### src/rtl/avgpool_feeder.sv
// avgpool_feeder
//   Sequencer for the global-average-pool unit. For every channel it clears the
//   average unit, streams the channel's feature map out of activation memory as
//   LANES-wide words (lanes past the end of the map in the final word are zeroed),
//   waits for the mean to come back and writes it to the result memory at the
//   channel index. One i_start processes all CHANNELS channels.
//
//   Ports
//     i_clk, i_reset   clock (rising edge), asynchronous active-low reset
//     i_start          1-cycle run request, honoured only in IDLE
//     o_busy, o_done   run in progress / 1-cycle completion pulse
//     o_rdEn, o_rdAddr activation memory read port; i_rdData returns 1 cycle later
//     o_avgClr         active-low clear to the average unit
//     o_writeAdd       accumulate strobe, o_data is the packed masked word
//     i_avgData        mean returned by the average unit
//     o_resWe, o_resAddr, o_resData   result memory write port
//
//   state   | meaning
//   --------+-----------------------------------------------------------
//   S_IDLE  | waiting for i_start
//   S_CLR   | 1 cycle, average unit held in clear
//   S_FEED  | WPC cycles, one activation word read per cycle
//   S_DRAIN | 2+AVG_LAT cycles, read pipeline and average unit settle
//   S_STORE | 1 cycle, mean written to result memory
//   S_DONE  | 1 cycle, o_done pulse
module avgpool_feeder #(
    parameter int LANES    = 9,
    parameter int DW       = 10,
    parameter int PIXELS   = 4096,
    parameter int CHANNELS = 1024,
    parameter int AVG_LAT  = 2,
    parameter int AW       = 20,
    parameter int CW       = 10
) (
    input  logic                  i_clk,
    input  logic                  i_reset,
    input  logic                  i_start,
    output logic                  o_busy,
    output logic                  o_done,
    output logic                  o_rdEn,
    output logic [AW-1:0]         o_rdAddr,
    input  logic [LANES*DW-1:0]   i_rdData,
    output logic                  o_avgClr,
    output logic                  o_writeAdd,
    output logic [LANES*DW-1:0]   o_data,
    input  logic [DW-1:0]         i_avgData,
    output logic                  o_resWe,
    output logic [CW-1:0]         o_resAddr,
    output logic [DW-1:0]         o_resData
);

    localparam int WPC       = (PIXELS + LANES - 1) / LANES;
    localparam int VL        = PIXELS - (WPC - 1) * LANES;
    localparam int DRAIN_CYC = 2 + AVG_LAT;
    localparam int WW        = $clog2(WPC + 1);
    localparam int DCW       = $clog2(DRAIN_CYC + 1);

    // Lanes 0..VL-1 survive in the final word of a channel; lane 0 is the MSB lane.
    function automatic logic [LANES*DW-1:0] last_mask();
        logic [LANES*DW-1:0] m;
        m = '0;
        for (int k = 0; k < VL; k++) begin
            m[(LANES-k)*DW-1 -: DW] = '1;
        end
        return m;
    endfunction

    localparam logic [LANES*DW-1:0] LAST_MASK = last_mask();

    if (longint'(CHANNELS) * longint'(WPC) > (longint'(1) << AW)) begin : g_addr_chk
        $error("avgpool_feeder: CHANNELS*WPC does not fit in AW address bits");
    end
    if ((longint'(1) << CW) < longint'(CHANNELS)) begin : g_cw_chk
        $error("avgpool_feeder: CW too narrow for CHANNELS");
    end

    typedef enum logic [2:0] {
        S_IDLE,
        S_CLR,
        S_FEED,
        S_DRAIN,
        S_STORE,
        S_DONE
    } state_t;

    state_t          state_q, state_d;
    logic [AW-1:0]   addr_q;
    logic [WW-1:0]   w_q;
    logic [DCW-1:0]  d_q;
    logic [CW-1:0]   ch_q;
    logic            rd_pend_q;
    logic            last_pend_q;
    logic            last_word;
    logic            last_ch;

    assign last_word = (w_q == WW'(WPC - 1));
    assign last_ch   = (ch_q == CW'(CHANNELS - 1));

    always_ff @(posedge i_clk or negedge i_reset) begin
        if (!i_reset) begin
            state_q <= S_IDLE;
        end else begin
            state_q <= state_d;
        end
    end

    always_comb begin
        state_d   = state_q;
        o_busy    = 1'b0;
        o_done    = 1'b0;
        o_rdEn    = 1'b0;
        o_rdAddr  = '0;
        o_avgClr  = 1'b1;
        o_resWe   = 1'b0;
        o_resAddr = '0;
        o_resData = '0;
        case (state_q)
            S_IDLE: begin
                if (i_start) state_d = S_CLR;
            end
            S_CLR: begin
                o_busy   = 1'b1;
                o_avgClr = 1'b0;
                state_d  = S_FEED;
            end
            S_FEED: begin
                o_busy   = 1'b1;
                o_rdEn   = 1'b1;
                o_rdAddr = addr_q;
                if (last_word) state_d = S_DRAIN;
            end
            S_DRAIN: begin
                o_busy = 1'b1;
                if (d_q == DCW'(DRAIN_CYC - 1)) state_d = S_STORE;
            end
            S_STORE: begin
                o_busy    = 1'b1;
                o_resWe   = 1'b1;
                o_resAddr = ch_q;
                o_resData = i_avgData;
                state_d   = last_ch ? S_DONE : S_CLR;
            end
            S_DONE: begin
                o_done  = 1'b1;
                state_d = S_IDLE;
            end
            default: state_d = S_IDLE;
        endcase
    end

    // addr_q runs continuously across channels, so it always equals ch*WPC + w.
    always_ff @(posedge i_clk or negedge i_reset) begin
        if (!i_reset) begin
            addr_q <= '0;
            w_q    <= '0;
            d_q    <= '0;
            ch_q   <= '0;
        end else begin
            case (state_q)
                S_IDLE: begin
                    if (i_start) begin
                        addr_q <= '0;
                        ch_q   <= '0;
                    end
                end
                S_CLR: begin
                    w_q <= '0;
                    d_q <= '0;
                end
                S_FEED: begin
                    addr_q <= addr_q + 1'b1;
                    w_q    <= w_q + 1'b1;
                end
                S_DRAIN: begin
                    d_q <= d_q + 1'b1;
                end
                S_STORE: begin
                    if (!last_ch) ch_q <= ch_q + 1'b1;
                end
                default: ;
            endcase
        end
    end

    // Two-stage read pipeline: request -> memory data -> registered strobe/word.
    always_ff @(posedge i_clk or negedge i_reset) begin
        if (!i_reset) begin
            rd_pend_q   <= 1'b0;
            last_pend_q <= 1'b0;
            o_writeAdd  <= 1'b0;
            o_data      <= '0;
        end else begin
            rd_pend_q   <= (state_q == S_FEED);
            last_pend_q <= (state_q == S_FEED) && last_word;
            o_writeAdd  <= rd_pend_q;
            if (!rd_pend_q) begin
                o_data <= '0;
            end else if (last_pend_q) begin
                o_data <= i_rdData & LAST_MASK;
            end else begin
                o_data <= i_rdData;
            end
        end
    end

endmodule

### config.mk
export PLATFORM = sky130hd
export DESIGN_NAME = avgpool_feeder
export DESIGN_NICKNAME = d
export VERILOG_FILES = /design/src/rtl/avgpool_feeder.sv
export SDC_FILE = /design/constraint.sdc
export NUM_CORES = 1
export LEC_CHECK = 0
export ABC_AREA = 1
export CORE_ASPECT_RATIO = 1.5
export CORE_MARGIN = 1
export CORE_UTILIZATION = 43
export CTS_CLUSTER_DIAMETER = 30
export CTS_CLUSTER_SIZE = 12
export DETAILED_ROUTE_END_ITERATION = 7
export GPL_TIMING_DRIVEN = 0
export PLACE_DENSITY = 0.87
export SLEW_MARGIN = 25
export SYNTH_ARGS = -nofsm -noshare
export SYNTH_HDL_FRONTEND = slang
export SYNTH_SLANG_ARGS = --single-unit
### constraint.sdc
create_clock -name i_clk -period 1.63 [get_ports i_clk]
set_input_delay 0.326 -clock i_clk [delete_from_list [all_inputs] [get_ports i_clk]]
set_output_delay 0.326 -clock i_clk [all_outputs]
set_load 0.02 [all_outputs]
======== Word-level counts from Yosys, hierarchy flattened ========
Cells that the tools add are included.
storage, ports and cells
  flip-flop bits (word level) ............. 138
  logic and storage cells ................. 57
  output and inout bits ................... 136
  input port bits ......................... 103
cells by class
  equality and inequality tests ........... 12
  reductions and logical operators ........ 10
  multiplexer cells ....................... 22
  $add $sub $neg .......................... 4
operator list
  cell                     count
  $mux W90                 1
  $mux W80                 1
  $mux W10                 4
  $mux W20                 2
  $pmux W20 S2             1
  $add A20 B1 Y20 const B  1
  $pmux W10 S2             1
  $pmux W9 S2              1
  $pmux W3 S5              1
  $mux W3                  4
  $add A10 B1 Y10 const B  1
  $eq A10 B10 Y1 const B   1
  $add A9 B1 Y9 const B    1
  $eq A3 B2 Y1 const B     3
  $eq A9 B9 Y1 const B     1
  $ne A2 B2 Y1 const B     4
  $reduce_bool A2 Y1       4
  $eq A3 B3 Y1 const B     2
  $pmux W3 S2              1
  $reduce_and A3 Y1        2
  $mux W1                  5
  $reduce_or A4 Y1         1
  $add A3 B1 Y3 const B    1
  $eq A3 B1 Y1 const B     1
  3 further kinds          3

======== Logic depth before layout (Yosys ltp) ========
Gate-level depths: netlist (run 1).
  depth after elaboration ................. 3
  mapped depth ............................ 8
  depth with buffers taken out ............ 8

======== Worst setup path after synthesis (run 1) ========
No wires, ideal clock.
  path type ............................... register to output
  from .................................... register state_q[2]
  to ...................................... output o_busy
  arrival ................................. 1,278 ps
  stages on the path, launching flop included .. 6
  buffers on the path ..................... 0
  slack ................................... 26 ps
  data required time ...................... 1,304 ps
  path through ............................ dfrtp_1 inv_2 nand3_1 nand2_1 inv_1 nand3_1
on the way
  longest elaborated chain between the ends .. 3
  elaborated cells on any way between the ends .. 6
  classes of those cells .................. eq/ne: 4; mux: 1; reduce/logical: 1
RTL lines
  element                                     RTL line  text
  start: declaration                          86        state_t state_q, state_d;
  start signal: assignment                    103       state_q <= state_d;
  $eq A3 B2 Y1, or another cell as far along  117       case (state_q)
  $reduce_or A4 Y1 (no source line) (*)       -
  $mux W1 (*)                                 117
  end: declaration                            38        output logic o_busy,
Every way passes the cells marked *; elsewhere a longest branch is shown, timed or not.

======== Worst setup path in the final report (run 1) ========
  from .................................... register state_q[1]
  to ...................................... output o_busy
The elaborated chain is that of the path after synthesis.

==> flow_metrics.env, run 1 <==
export IMPL_outcome="finished with violations"
export IMPL_violations="negative setup slack"
export IMPL_crit_type="register to primary output"
export IMPL_coreArea_sq_um=13100
export IMPL_insertedDiodeCount=0
export IMPL_dpl_cell_area_sq_um=8480
export IMPL_rows=51
export IMPL_crit_arrival_ps=1610
export IMPL_clk_path_buf_depth=2
export IMPL_power_density_nw_per_um2=860
export IMPL_finalHoldViolCount=0
export IMPL_startpoint="state_q[1]"
export IMPL_cts_buffers=17
export IMPL_vias=5705
export IMPL_multi_input_area_sq_um=2040
export IMPL_drt_iter0_drc=391
export IMPL_via_per_inst=4.96
export IMPL_synthDistinctLibCells=34
export IMPL_synthFlopType="dfrtp_1"
export IMPL_portBuffers=238
export IMPL_finalWirelength_microns=18100
export IMPL_yosys_register_bits=138
export IMPL_setup_viol=46
export IMPL_r2r_start="state_q[0]"
export IMPL_layout_commonest_cell="inv_1"
export IMPL_wl_per_cell_microns=15.7
export IMPL_total_power_mw=8.28
export IMPL_firstDrtPassIters=8
export IMPL_fin_crit_sh=1.19
export IMPL_cts_sinks=138
export IMPL_grt_overflow=0
export IMPL_syn_inst=691
export IMPL_synthToLayoutAreaGrowth_pct=64.0
export IMPL_cts_tree="done"
export IMPL_utilization=0.732
export IMPL_htreeDepth=4
export IMPL_clk_pin_slew_ps=60
export IMPL_antenna_found_initial=0
export IMPL_dieHeight_microns=145
export IMPL_grt_pass1_vias=5661
export IMPL_crit_fanout=5
export IMPL_final_cell_mix="inv_1 (152), dfrtp_1 (135), nor2_1 (118)"
export IMPL_grt_pass1_wl_microns=27400
export IMPL_fin_crit_ps=1940
export IMPL_dp_hpwl_microns=11300
export IMPL_cp_end_kind="primary output"
export IMPL_num_fill_cells=891
export IMPL_fin_area_sq_um=9620
export IMPL_start_util=0.447
export IMPL_maxSlewHeadroom=0.643
export IMPL_vdd_drop_max_v=0.000826
export IMPL_drcViolationCount=0
export IMPL_drv_cap=0
export IMPL_maxSlewViolCount=0
export IMPL_setup_slack_ps=-311
export IMPL_synth_edff_count=0
export IMPL_grt_max_degree=75
export IMPL_drive_gt1_frac=0.190
export IMPL_nNetsFinal=1088
export IMPL_drt_antenna_violating_nets=0
export IMPL_start_kind="register"
export IMPL_rsz0062_at_grt="true"
export IMPL_seq_area_sq_um=3460
export IMPL_globalplace_congestion=0.815
export IMPL_finClkSkew_ps=14.5
export IMPL_insertion_delay_ps=410
export IMPL_syn_area_sq_um=5870
export IMPL_p_leak_nw=5.01
export IMPL_async_flop_share=1.00
export IMPL_ios=239
export IMPL_root_buffer="clkbuf_16"
export IMPL_syn_avg_cell_area_sq_um=8.49
export IMPL_fmax_ghz=0.515
export IMPL_yosysWarningCount=0
export IMPL_syn_nets=799
export IMPL_track_usage=0.246
export IMPL_min_from="rd_pend_q"
export IMPL_synth_seq_area_share=0.588
export IMPL_die_area_sq_um=14100
export IMPL_hold_path_class="register to register"
export IMPL_final_setup_tns_ps=-11210
export IMPL_die_x_microns=97.4
export IMPL_cp_data_required_time_ps=1300
export IMPL_tightest_slew_ps=535
## critical path: stages (launching register included)
cell	delay, ps
dfrtp_2	470
nor2_4	210
nand2_8	110
clkbuf_16	190
nand3_2	100
buf_6	120
## what timing repair did
action                                  CTS  global route
endpoints found under the setup margin  136            65
endpoints found under the hold margin    64             0
setup buffers                            18            11
resized for setup                       409            51
gates cloned                              1             2
hold buffers                              1             0
pin swaps                                 3             5
## logic make-up after synthesis
group                    synth area share
adder cells (fa/ha/maj)            0.0107
AO/OA/AOI/OAI                      0.0539
buffers and inverters               0.116
AND/OR/NAND/NOR                     0.231
flip-flops                          0.588
## flip-flops by register name, summed over array words and instances, names as in the netlist
name	cells
state_q	3
rd_pend_q	1
o_writeAdd	1
ch_q	10
addr_q	20
last_pend_q	1
d_q	3
o_data	90
w_q	9
## power breakdown
| group | total [mW] | switching [mW] | leakage [nW] | internal (mW) |
|---|---|---|---|---|
| Combinational | 0.753 | 0.380 | 3.14 | 0.374 |
| Sequential | 3.56 | 0.0246 | 1.58 | 3.54 |
| Clock | 3.96 | 1.50 | 0.297 | 2.46 |
## synthesized netlist by cell type, types with 5 or more instances
master      n  area (sq um)
a21oi_1     8          40.0
clkbuf_1   11          41.3
dfrtp_1   138          3450
ha_1        5          62.6
inv_1     154           578
nand2_1   110           413
nand3_1    33           165
nand4_1     8          50.1
nor2_1    149           559
nor2_2      8          50.1
nor3_1      6          30.0
o21ai_0    27           135
## metal layers
metal | track usage | routed length, microns
met1 | 0.262 | 6080
met2 | 0.447 | 9930
met3 | 0.0573 | 1250
met4 | 0.126 | 796
met5 | 0 | 0
## stage by stage
stage                     hold WS (ps)  setup WS (ps)  std cells
after detailed placement           311           -536       1089
after floorplan                   30.4           25.6        691
after CTS                          411           -277       1140
after global routing               421           -372       1151
final                              414           -311       1151
after global placement             400          -5170       1088
## final timing paths
check                             end  slack [ps]  cells past startpoint
setup / recovery               o_busy        -310                      5
hold reg to reg            o_writeAdd         410                      0
hold / removal             o_writeAdd         410                      0
min in group asynchronous  o_data[80]         440                      2
setup reg to reg               w_q[8]         -40                     10
max in group asynchronous  o_data[64]         460                      3
## cell type report
type                       instances  area share
timing repair buffer             269       0.265
tap                              159      0.0207
clock inverter                    13      0.0176
clock buffer                      18      0.0456
sequential                       138       0.359
multi-input combinational        379       0.212
inverter                         158      0.0627
buffer                            17      0.0172
(Power assumes the default switching activity.)
==> run 2, diff against run 1 <==
Settings changed: CAP_MARGIN from default to 20.
==> results of run 2 <==
Same layout as run 1: the final DEF is identical, and so are final timing and power.
==> run 3, diff against run 2 <==
Settings changed: CORE_MARGIN 1 to 2, SLEW_MARGIN 25 to 10.
==> run 3 against run 2 <==
Effect of this change: the flow still finishes with violations (negative setup slack); fmax rose by 0.92%; clock skew barely moved; worst setup slack improved by 18 ps; clock power fell by 4%; final area rose by 1.3%; hold slack improved by 2.1 ps; utilization fell by 0.47 points; critical endpoint unchanged.
==> flow_metrics.env, run 3 (same netlist as run 1, synthesis figures left out) <==
export IMPL_outcome="finished with violations"
export IMPL_violations="negative setup slack"
export IMPL_portBuffers=238
export IMPL_hold_path_class="register to register"
export IMPL_clk_path_buf_depth=2
export IMPL_dieHeight_microns=147
export IMPL_layout_commonest_cell="inv_1"
export IMPL_hold_worst_slack_ps=416
export IMPL_finalWirelength_microns=17900
export IMPL_firstDrtPassIters=5
export IMPL_die_area_sq_um=14600
export IMPL_finalHoldViolCount=0
export IMPL_maxSlewViolCount=0
export IMPL_cts_buffers=17
export IMPL_final_cell_mix="inv_1 (152), dfrtp_1 (135), nor2_1 (110)"
export IMPL_track_usage=0.223
export IMPL_vdd_drop_max_v=0.000829
export IMPL_antenna_found_initial=0
export IMPL_setup_viol=63
export IMPL_grt_pass1_vias=5399
export IMPL_insertedDiodeCount=0
export IMPL_regMostFlops="o_data"
export IMPL_power_density_nw_per_um2=832
export IMPL_die_x_microns=99.4
export IMPL_wl_per_cell_microns=15.5
export IMPL_synthToLayoutAreaGrowth_pct=66.1
export IMPL_nNetsFinal=1091
export IMPL_vias=5672
export IMPL_reg_top3="o_data: 90 flops, addr_q: 20 flops, ch_q: 10 flops"
export IMPL_start_kind="register"
export IMPL_crit_fanout=5
export IMPL_htreeDepth=4
export IMPL_globalplace_congestion=0.875
export IMPL_drive_gt1_frac=0.194
export IMPL_final_setup_tns_ps=-10730
export IMPL_drcViolationCount=0
export IMPL_utilization=0.727
export IMPL_clk_pin_slew_ps=60
export IMPL_crit_arrival_ps=1600
export IMPL_fmax_ghz=0.520
export IMPL_grt_max_degree=92
export IMPL_ios=239
export IMPL_coreArea_sq_um=13400
export IMPL_largest_register_ffs=90
export IMPL_finClkSkew_ps=14.8
export IMPL_cts_tree="done"
export IMPL_crit_type="register to primary output"
export IMPL_rsz0062_at_grt="true"
export IMPL_tightest_slew_ps=477
export IMPL_setup_slack_ps=-293
export IMPL_drt_iter0_drc=270
export IMPL_drv_cap=0
export IMPL_fin_crit_sh=1.18
export IMPL_fin_crit_ps=1920
export IMPL_cp_end_kind="primary output"
export IMPL_via_per_inst=4.91
export IMPL_grt_overflow=0
export IMPL_rows=52
export IMPL_drt_antenna_violating_nets=0
export IMPL_start_util=0.438
export IMPL_insertion_delay_ps=410
export IMPL_maxSlewHeadroom=0.679
export IMPL_dp_hpwl_microns=11400
export IMPL_grt_pass1_wl_microns=25800
export IMPL_cts_sinks=138
export IMPL_root_buffer="clkbuf_16"
export IMPL_cp_data_required_time_ps=1300
export IMPL_p_leak_nw=5.03
[run 3: cell types whose count changed in the layout (fill, tap and decap cells not counted), sizes merged]
cell and delta:
buf -1, clkbuf +4, clkinv -1, clkinvlp +3, inv -3
[run 3: stage by stage]
step	cells	setup slack (ps)	total power, mW	area [sq um]
2_1_floorplan	691	25.6	3.88	5870
3_3_place_gp	1091	-5250	4.44	8450
3_5_place_dp	1092	-610	4.46	8480
4_1_cts	1139	-258	8.17	9230
5_1_grt	1156	-355	8.42	9750
6_report	1156	-293	8.11	9750
[run 3: path summary, 6_finish.rpt]
kind,start,endpoint,slack [ps],depth (start not counted)
worst min register to register,rd_pend_q,o_writeAdd,420,0
worst max register to register,state_q[1],addr_q[3],-120,9
worst max-delay path,state_q[1],o_busy,-290,6
max in group asynchronous,i_reset,o_data[5],370,3
min in group asynchronous,i_reset,o_data[85],430,2
worst min-delay path,rd_pend_q,o_writeAdd,420,0
[run 3: area by class of cell]
class                           count  area (sq um)
Buffer                             17           166
Clock buffer                       18           429
Clock inverter                     12           153
Fill cell                         909          3650
Inverter                          158           606
Multi-Input combinational cell    379          2100
Sequential cell                   138          3460
Tap cell                          162           203
Timing Repair Buffer              272          2640
[run 3: timing repair]
item / in CTS / in global routing
pin swaps: 3 / 7
setup buffers: 15 / 12
hold buffers: 1 / 0
cloned: 1 / 5
setup endpoints to repair: 136 / 66
hold endpoints to repair: 47 / 0
gates resized for setup: 391 / 86
[run 3: critical path: stages, from the launching register on]
cell	delay [ps]
dfrtp_2	460
nand3_4	130
buf_6	170
nand2_2	90
inv_2	110
nand3_4	90
buf_6	140
[run 3: where the power goes]
part,internal (mW),switching (mW),leakage (nW)
logic,0.373,0.376,3.18
clock network,2.38,1.42,0.274
registers,3.54,0.0250,1.58
[run 3: metal layers]
metal,wire length (microns),up-vias,GRT usage
li1,-,2649,-
met1,5980,2686,0.236
met2,10000,272,0.409
met3,1170,65,0.0628
met4,717,0,0.0904
met5,0,-,0
